$ cat src/rtl/cdc_ctrl_pkg.sv
// cdc_ctrl_pkg: shared FSM state type, synchroniser depth floor and round-robin pick for cdc_xfer_sched
package cdc_ctrl_pkg;
  typedef enum logic [1:0] {IDLE, WAIT_ACK, WAIT_NACK, ABORT} xfer_state_t;
  localparam int SYNC_STAGES_MIN = 2;
  // Unused upper request bits are zero, so a mod-8 search visits requesters in the same order as a mod-N one
  function automatic logic [2:0] rr_pick(input logic [7:0] req, input logic [2:0] last);
    logic [2:0] idx;
    rr_pick = last;
    for (int k = 8; k >= 1; k--) begin
      idx = last + 3'(k);
      if (req[idx]) rr_pick = idx;
    end
  endfunction
endpackage

$ cat src/rtl/cdc_sync_ff.sv
// cdc_sync_ff: multi-stage flip-flop synchroniser for a single-bit asynchronous level
module cdc_sync_ff
  import cdc_ctrl_pkg::*;
#(
  parameter int STAGES = 2
) (
  input  logic CLK,
  input  logic RST,
  input  logic D,
  output logic Q
);
  localparam int S = STAGES < SYNC_STAGES_MIN ? SYNC_STAGES_MIN : STAGES;
  logic [S-1:0] r_chain;
  always_ff @(posedge CLK) r_chain <= RST ? '0 : {r_chain[S-2:0], D};
  assign Q = r_chain[S-1];
endmodule

$ cat src/rtl/cdc_xfer_sched.sv
// cdc_xfer_sched: round-robin scheduler of N requesters onto one 4-phase REQ/ACK clock crossing.
// Optional handshake watchdog with ABORT state enabled by defining CDC_TIMEOUT_EN.
module cdc_xfer_sched
  import cdc_ctrl_pkg::*;
#(
  parameter int N           = 3,
  parameter int W           = 4,
  parameter int SYNC_STAGES = 2,
  parameter int TIMEOUT_CYC = 64
) (
  input  logic           CLK,
  input  logic           RST,
  input  logic [N-1:0]   REQ,
  input  logic [N*W-1:0] IDATA,
  output logic [N-1:0]   GNT,
  output logic [W-1:0]   XDATA,
  output logic           XREQ,
  input  logic           XACK,
  output logic           BUSY,
  output logic           ERR
);
  xfer_state_t  r_state;
  logic [2:0]   r_sel, r_last;
  logic [N-1:0] r_gnt;
  logic [W-1:0] r_xdata;
  logic         r_xreq;
  logic         w_ack_s, w_start, w_wait;
  logic [2:0]   w_pick;
  cdc_sync_ff #(.STAGES(SYNC_STAGES)) u_ack_sync (.CLK(CLK), .RST(RST), .D(XACK), .Q(w_ack_s));
  assign w_pick  = rr_pick(8'(REQ), r_last);
  // A still-high acknowledge in IDLE holds off the next request until it clears
  assign w_start = r_state == IDLE && |REQ && !w_ack_s;
  assign w_wait  = r_state == WAIT_ACK || r_state == WAIT_NACK;
`ifdef CDC_TIMEOUT_EN
  localparam int CW = $clog2(TIMEOUT_CYC + 1);
  logic [CW-1:0] r_cnt;
  logic          r_err;
  logic          w_to;
  assign w_to = w_wait && r_cnt == CW'(TIMEOUT_CYC - 1);
  always_ff @(posedge CLK) begin
    r_cnt <= (RST || w_start) ? '0 : w_wait ? r_cnt + CW'(1) : r_cnt;
    r_err <= !RST && w_to;
  end
  assign ERR = r_err;
`else
  assign ERR = 1'b0;
`endif
  always_ff @(posedge CLK) begin
    if (RST) begin
      r_state <= IDLE;
      r_xreq  <= 1'b0;
      r_xdata <= '0;
      r_gnt   <= '0;
      r_sel   <= '0;
      r_last  <= 3'(N - 1);
    end else begin
      r_gnt <= '0;
      case (r_state)
        IDLE: if (w_start) begin
          r_state <= WAIT_ACK;
          r_xreq  <= 1'b1;
          r_sel   <= w_pick;
          r_xdata <= IDATA[w_pick*W +: W];
        end
        WAIT_ACK:
`ifdef CDC_TIMEOUT_EN
          if (w_to) begin
            r_state <= ABORT;
            r_xreq  <= 1'b0;
          end else
`endif
          if (w_ack_s) begin
            r_state <= WAIT_NACK;
            r_xreq  <= 1'b0;
          end
        WAIT_NACK:
`ifdef CDC_TIMEOUT_EN
          if (w_to) r_state <= ABORT;
          else
`endif
          if (!w_ack_s) begin
            r_state <= IDLE;
            r_gnt   <= N'(1) << r_sel;
            r_last  <= r_sel;
          end
`ifdef CDC_TIMEOUT_EN
        ABORT: if (!w_ack_s) r_state <= IDLE;
`endif
        default: r_state <= IDLE;
      endcase
    end
  end
  assign GNT   = r_gnt;
  assign XDATA = r_xdata;
  assign XREQ  = r_xreq;
  assign BUSY  = r_state != IDLE;
endmodule

$ cat config.mk
export PLATFORM = sky130hd
export DESIGN_NAME = cdc_xfer_sched
export DESIGN_NICKNAME = d
export VERILOG_FILES = /design/src/rtl/cdc_ctrl_pkg.sv /design/src/rtl/cdc_sync_ff.sv /design/src/rtl/cdc_xfer_sched.sv
export SDC_FILE = /design/constraint.sdc
export NUM_CORES = 1
export LEC_CHECK = 0
export BUFFER_PORTS_ARGS = -buffer_cell sky130_fd_sc_hd__buf_2
export CORE_MARGIN = 2
export CORE_UTILIZATION = 30
export DETAILED_ROUTE_END_ITERATION = 16
export SKIP_CTS_REPAIR_TIMING = 1
export SYNTH_ARGS = -nofsm -noshare
export SYNTH_HDL_FRONTEND = slang
export SYNTH_SLANG_ARGS = --single-unit
$ cat constraint.sdc
create_clock -name CLK -period 4.4 [get_ports CLK]
set_clock_uncertainty 0.05 [all_clocks]
set_input_delay 0.44 -clock CLK [delete_from_list [all_inputs] [get_ports CLK]]
set_output_delay 0.44 -clock CLK [all_outputs]
set_load 0.01 [all_outputs]
==> results of run 1 <==
[metal layers]
layer | share of wire (%) | vias to the layer above | GRT usage (%)
met5 | 0 | - | 0
met1 | 48 | 504 | 15.7
met2 | 46 | 30 | 20.4
met4 | 1.9 | 0 | 7.14
met3 | 4.1 | 6 | 1.53
li1 | - | 543 | -
[sequential cells by signal (all words and copies together), names as in the netlist]
signal,flops
GNT,3
XDATA,4
XREQ,1
r_last,3
r_sel,3
r_state,2
u_ack_sync.r_chain,2
[report_power, final]
group,internal (mW),leakage [nW],switching (mW)
combinational,0.0323,0.400,0.0349
clock,0.0794,0.0288,0.0522
sequential,0.172,0.147,0.00709
[final cells by class]
class	instances	area share, %
inverter	6	1.65
multi-input combinational	107	53.4
tap	48	4.41
clock buffer	4	4.04
timing repair buffer	27	10.1
sequential	18	26.4
[logic make-up after synthesis]
group | Yosys count
other | 1
muxes | 6
DFF | 18
xor gates and xnor gates | 3
and+or+nand+nor | 65
buffers and inverters | 14
adders and majority gates | 2
AOI/OAI and AO/OA | 30
[worst paths after layout]
kind	startpoint	endpoint	slack, ns
setup / recovery	r_last[0]$_SDFFE_PP0P_	XDATA[3]$_SDFFE_PP0P_	1.09
hold / removal	XACK	u_ack_sync.r_chain[0]$_SDFF_PP0_	0.35
setup reg to reg	r_last[0]$_SDFFE_PP0P_	XDATA[3]$_SDFFE_PP0P_	1.09
hold reg to reg	u_ack_sync.r_chain[0]$_SDFF_PP0_	u_ack_sync.r_chain[1]$_SDFF_PP0_	0.39
[worst reg2reg max path, stage by stage, from the launching register on]
cell	delay (ns)
dfxtp_1	0.58
inv_2	0.14
ha_1	0.42
mux2i_1	0.16
o21ai_0	0.29
o2111ai_1	0.15
a311oi_1	0.33
a211oi_2	0.09
nor3_2	0.53
nor3b_1	0.14
o31a_1	0.33
[per-stage QoR]
step / total power [mW] / hold slack (ns) / worst slack (ns) / area, um^2
after floorplan: 0.228 / 0.364 / 1.73 / 1160
after global placement: 0.248 / 0.370 / 1.25 / 1310
after detailed placement: 0.250 / 0.379 / 1.14 / 1310
after CTS: 0.383 / 0.347 / 1.12 / 1360
after global routing: 0.399 / 0.348 / 0.821 / 1360
final: 0.378 / 0.348 / 1.09 / 1360
[cells in the final DEF, fill, tap and decap left out, types with 5 or more instances in the layout]
cell type   n
nor3b_1     9
mux2i_1     6
dfxtp_1    18
nand2_1     8
inv_1       5
nor2_1     20
buf_2      26
==> run_results.csv, run 1 <==
group,metric,value,unit
sta,setup_viol,0,
grt,gr-total-overflow,0,
sta,relSlewSlack,39.1,%
critical_path,cp.depth,10,
logic_synthesis,synth_top_family_by_area,"simple AND/OR/NAND/NOR gates",
logic_synthesis,ys_seq_area_share,30.9,%
flow_run,maxCapViolations,0,
clock_network,cts.sinks,18,
clock_network,cts-root-buf,"clkbuf_8",
grt,grt_max_degree,17,
sta,worst_slew_pin_slew,0.907,ns
sta,finalCriticalPeriod,3.31,ns
floorplan,start_util,31.6,%
logic_synthesis,ys_types,49,
sta,rsz0062_at_grt,"false",
clock_network,clock_path_buffers,2,
floorplan,num_rows,22,
logic_synthesis,synthSimpleGateAreaFrac,31.7,%
layout,area_growth,17.0,%
critical_path,worstPathArrival,3.40,ns
logic_synthesis,synth.largest_area_cell,"dfxtp_1",
layout,finalNetCount,183,
logic_synthesis,synth_fp_nets,159,
sta,drv_slew,0,
pwr,p_leak,0.577,nW
floorplan,die_area,4400,um^2
logic_synthesis,yosys.area.top_type_share,30.9,%
floorplan,coreArea,3690,um^2
pwr,p_per_area,277,nW/um^2
min_path,whs_path_depth,2,
logic_synthesis,ys_warn_count,0,
critical_path,path_class,"register to register",
sta,fmax,0.302,GHz
critical_path,critPathTopFamily,"compound AO/OA/AOI/OAI gates",
logic_synthesis,synth_area,1160,um^2
logic_synthesis,synth_mux_area_share,5.16,%
drt,ant_nets,0,
drt,vias,1083,
layout,utilization,36.9,%
floorplan,die-width,66.3,um
logic_synthesis,yosys.area_share.xor_xnor,2.90,%
clock_network,clkTransAtPathRegs,0.07,ns
floorplan,dieHeight,66.3,um
logic_synthesis,synth_flop_cell,"dfxtp_1",
logic_synthesis,synth.most_common_cell,"nor2_1",
logic_synthesis,synth_compound_area_share,20.2,%
placement,dp.cells,206,
logic_synthesis,syn_area_per_cell,8.38,um^2
floorplan,io_pins,28,
clock_network,cts_buffers,3,
drt,wirelength,2520,um
layout,register_area,360,um^2
sta,hold_viol,0,
critical_path,cp_max_fo,13,
logic_synthesis,synthTopCellsByCount,"20 x nor2_1, 18 x dfxtp_1, 9 x nor3b_1",
layout,final_cells,210,
critical_path,path_buf_inv,1,
clock_network,htree_levels,1,
grt,antenna_found_initial,0,
run_status,outcome,"complete, no violations",
critical_path,max_stage_delay,0.58,ns
pwr,vdd_drop_max,0.180,mV
logic_synthesis,synth_area_leaders,"dfxtp_1 31%, nor2_1 6.4%, nor3b_1 5.8%",
sta,post-route-period-util,75.2,%
logic_synthesis,synth_edf_count,0,
logic_synthesis,synth-async-reset-ratio,0,%
drt,drt_pass1_iterations,4,
layout,drive_above_1_share,23.5,%
layout,fillCellCount,410,
clock_network,cts_tree,"built",
drt,drc,0,
grt,grt_pass1_vias,979,
critical_path,crit_path_top_delay_cell,"dfxtp_1",
drt,via_per_inst,5.16,
grt,grt_pass1_wl,4280,um
placement,portBuffers,26,
placement,gp_congestion,0.900,
critical_path,start_kind,"register",
min_path,hp-class,"input pin to register",
logic_synthesis,ys_seq_elements,18,
critical_path,required,4.49,ns
logic_synthesis,synthAdderAreaFrac,2.15,%
critical_path,end_kind,"register",
sta,finalSetupTns,0,ns
drt,wire_per_inst,12.0,um
drt,drt_iter0_markers,72,
critical_path,r2r_cells,10,
placement,dp_hpwl,1930,um
grt,grt_usage,12.5,%
critical_path,crit_chain,"inv_2, ha_1, mux2i_1, o21ai_0, o2111ai_1, a311oi_1, a211oi_2, nor3_2, nor3b_1, o31a_1",
layout,diodes,0,
clock_network,clkLatencyLatePin,0.25,ns
logic_synthesis,syn-instance-count,139,
layout,multiInputGateArea,727,um^2
(Power assumes the default switching activity.)
==> run 2: changes to the inputs <==
- clock period: 4.4 -> 3.3 ns (I/O delays scaled with it)
==> run 2 against run 1 <==
Sequential share of layout area down 0.24 points. Critical path type unchanged. First-iteration DRC count shrank 4.2%. Worst setup slack got worse by 0.69 ns. Worst hold slack got worse by 0.11 ns. Critical path depth rose by 1. Clock-buffer cell count decreased by 1. Clock power is 11% higher.
==> run_results.csv, run 2 (synthesis results as in run 1) <==
group,metric,value,unit
grt,grt_pass1_vias,1016,
placement,dp_hpwl,1950,um
pwr,p_int,0.355,mW
floorplan,coreArea,3690,um^2
critical_path,r2r_cells,11,
layout,largest_reg_flops,4,
pwr,power_frac_seq,49.8,%
min_path,hp-class,"input pin to register",
clock_network,clkTransAtPathRegs,0.06,ns
critical_path,rrSetupSlack,0.41,ns
drt,drt_iter0_markers,69,
sta,drv_slew,0,
grt,antenna_found_initial,0,
critical_path,start_kind,"register",
critical_path,end_kind,"register",
clock_network,clock_path_buffers,2,
min_path,whs_path_depth,2,
drt,drc,0,
floorplan,num_rows,22,
layout,diodes,0,
clock_network,cts-root-buf,"clkbuf_8",
sta,finalSetupTns,0,ns
drt,wirelength,2530,um
layout,drive_above_1_share,25.6,%
layout,finalNetCount,186,
pwr,clockPowerShare,30.7,%
pwr,vdd_drop_max,0.192,mV
clock_network,clkLatencyLatePin,0.24,ns
sta,finalCriticalPeriod,2.89,ns
drt,via_per_inst,4.95,
clock_network,htree_levels,1,
min_path,hp-start,"XACK",
floorplan,start_util,31.6,%
critical_path,r2r-end,"XDATA[1]$_SDFFE_PP0P_",
layout,layout_commonest_cell,"buf_2",
pwr,p_leak,0.592,nW
drt,vias,1050,
sta,worst_slew_pin_slew,0.707,ns
sta,relSlewSlack,52.8,%
clock_network,cts.sinks,18,
grt,grt_max_degree,17,
clock_network,cts_tree,"built",
placement,portBuffers,26,
placement,gp_congestion,0.906,
pwr,p_per_area,345,nW/um^2
sta,fmax,0.346,GHz
clock_network,cts_buffers,3,
layout,utilization,37.4,%
pwr,pwr-share-comb,19.5,%
drt,ant_nets,0,
flow_run,maxCapViolations,0,
drt,drt_pass1_iterations,4,
critical_path,r2r_start,"r_last[0]$_SDFFE_PP0P_",
layout,final_cell_mix,"26 x buf_2, 20 x nor2_1, 17 x dfxtp_1",
grt,gr-total-overflow,0,
sta,hold_viol,0,
min_path,min_to,"u_ack_sync.r_chain[0]$_SDFF_PP0_",
floorplan,io_pins,28,
run_status,outcome,"complete, no violations",
floorplan,die_area,4400,um^2
pwr,swShare,25.5,%
drt,wire_per_inst,11.9,um
grt,grt_pass1_wl,4510,um
sta,post-route-period-util,87.7,%
critical_path,path_class,"register to register",
sta,rsz0062_at_grt,"false",
critical_path,cp_max_fo,13,
grt,grt_usage,12.9,%
critical_path,worstPathArrival,2.98,ns
floorplan,die-width,66.3,um
floorplan,dieHeight,66.3,um
sta,setup_viol,0,
layout,area_growth,18.5,%
critical_path,required,3.38,ns
layout,fillCellCount,391,
pwr,p_sw,0.122,mW
-- run 2: stage by stage --
stage	instance area, um^2	cells	hold slack [ns]	setup WS (ns)	power [mW]
floorplan	1160	139	0.352	0.633	0.304
CTS	1370	212	0.235	0.240	0.483
global route	1380	212	0.254	0.135	0.507
finish	1380	212	0.242	0.406	0.477
global placement	1330	209	0.368	0.322	0.332
detailed placement	1330	209	0.381	0.254	0.334
-- run 2: final cells by class --
cell class                 count  area [um^2]  area share [%]
multi-input combinational    107          734            53.2
sequential                    18          362            26.2
timing repair buffer          30          160            11.6
tap                           48         60.1            4.35
clock buffer                   3         41.3            2.99
inverter                       6         22.5            1.63
-- run 2: worst max path at each step --
stage / end / from / slack (ns) / depth (start not counted)
final: XDATA[1]$_SDFFE_PP0P_ / r_last[0]$_SDFFE_PP0P_ / 0.41 / 11
after global routing: XDATA[0]$_SDFFE_PP0P_ / r_last[0]$_SDFFE_PP0P_ / 0.13 / 11
after CTS: XDATA[1]$_SDFFE_PP0P_ / r_last[0]$_SDFFE_PP0P_ / 0.24 / 9
after detailed placement: XDATA[1]$_SDFFE_PP0P_ / r_last[0]$_SDFFE_PP0P_ / 0.25 / 9
after global placement: XDATA[2]$_SDFFE_PP0P_ / r_last[0]$_SDFFE_PP0P_ / 0.32 / 9
after floorplan: XDATA[0]$_SDFFE_PP0P_ / r_last[0]$_SDFFE_PP0P_ / 0.63 / 13
-- run 2: worst max-delay path, stage by stage, from the launching register on --
cell,delay (ns)
dfxtp_2,0.45
inv_2,0.11
ha_1,0.40
mux2i_1,0.15
o21ai_0,0.29
o2111ai_1,0.16
a311oi_1,0.39
a211oi_2,0.09
nor3_2,0.11
buf_4,0.20
nor3b_1,0.07
o31a_1,0.31
-- run 2: routing by layer --
metal	wire [um]	vias up	global-route usage [%]	part of all wire [%]
met5	0	-	0	0
li1	-	547	-	-
met4	0	0	3.06	0
met2	1190	26	21.5	47
met1	1210	477	17.5	48
met3	127	0	1.70	5.0
-- run 2: power by group through the flow --
stage | sequential, mW | combinational, mW | clock, mW
global route | 0.239 | 0.105 | 0.163
floorplan | 0.244 | 0.0594 | 0
CTS | 0.237 | 0.0931 | 0.153
detailed placement | 0.242 | 0.0924 | 0
finish | 0.237 | 0.0931 | 0.146
global placement | 0.242 | 0.0906 | 0
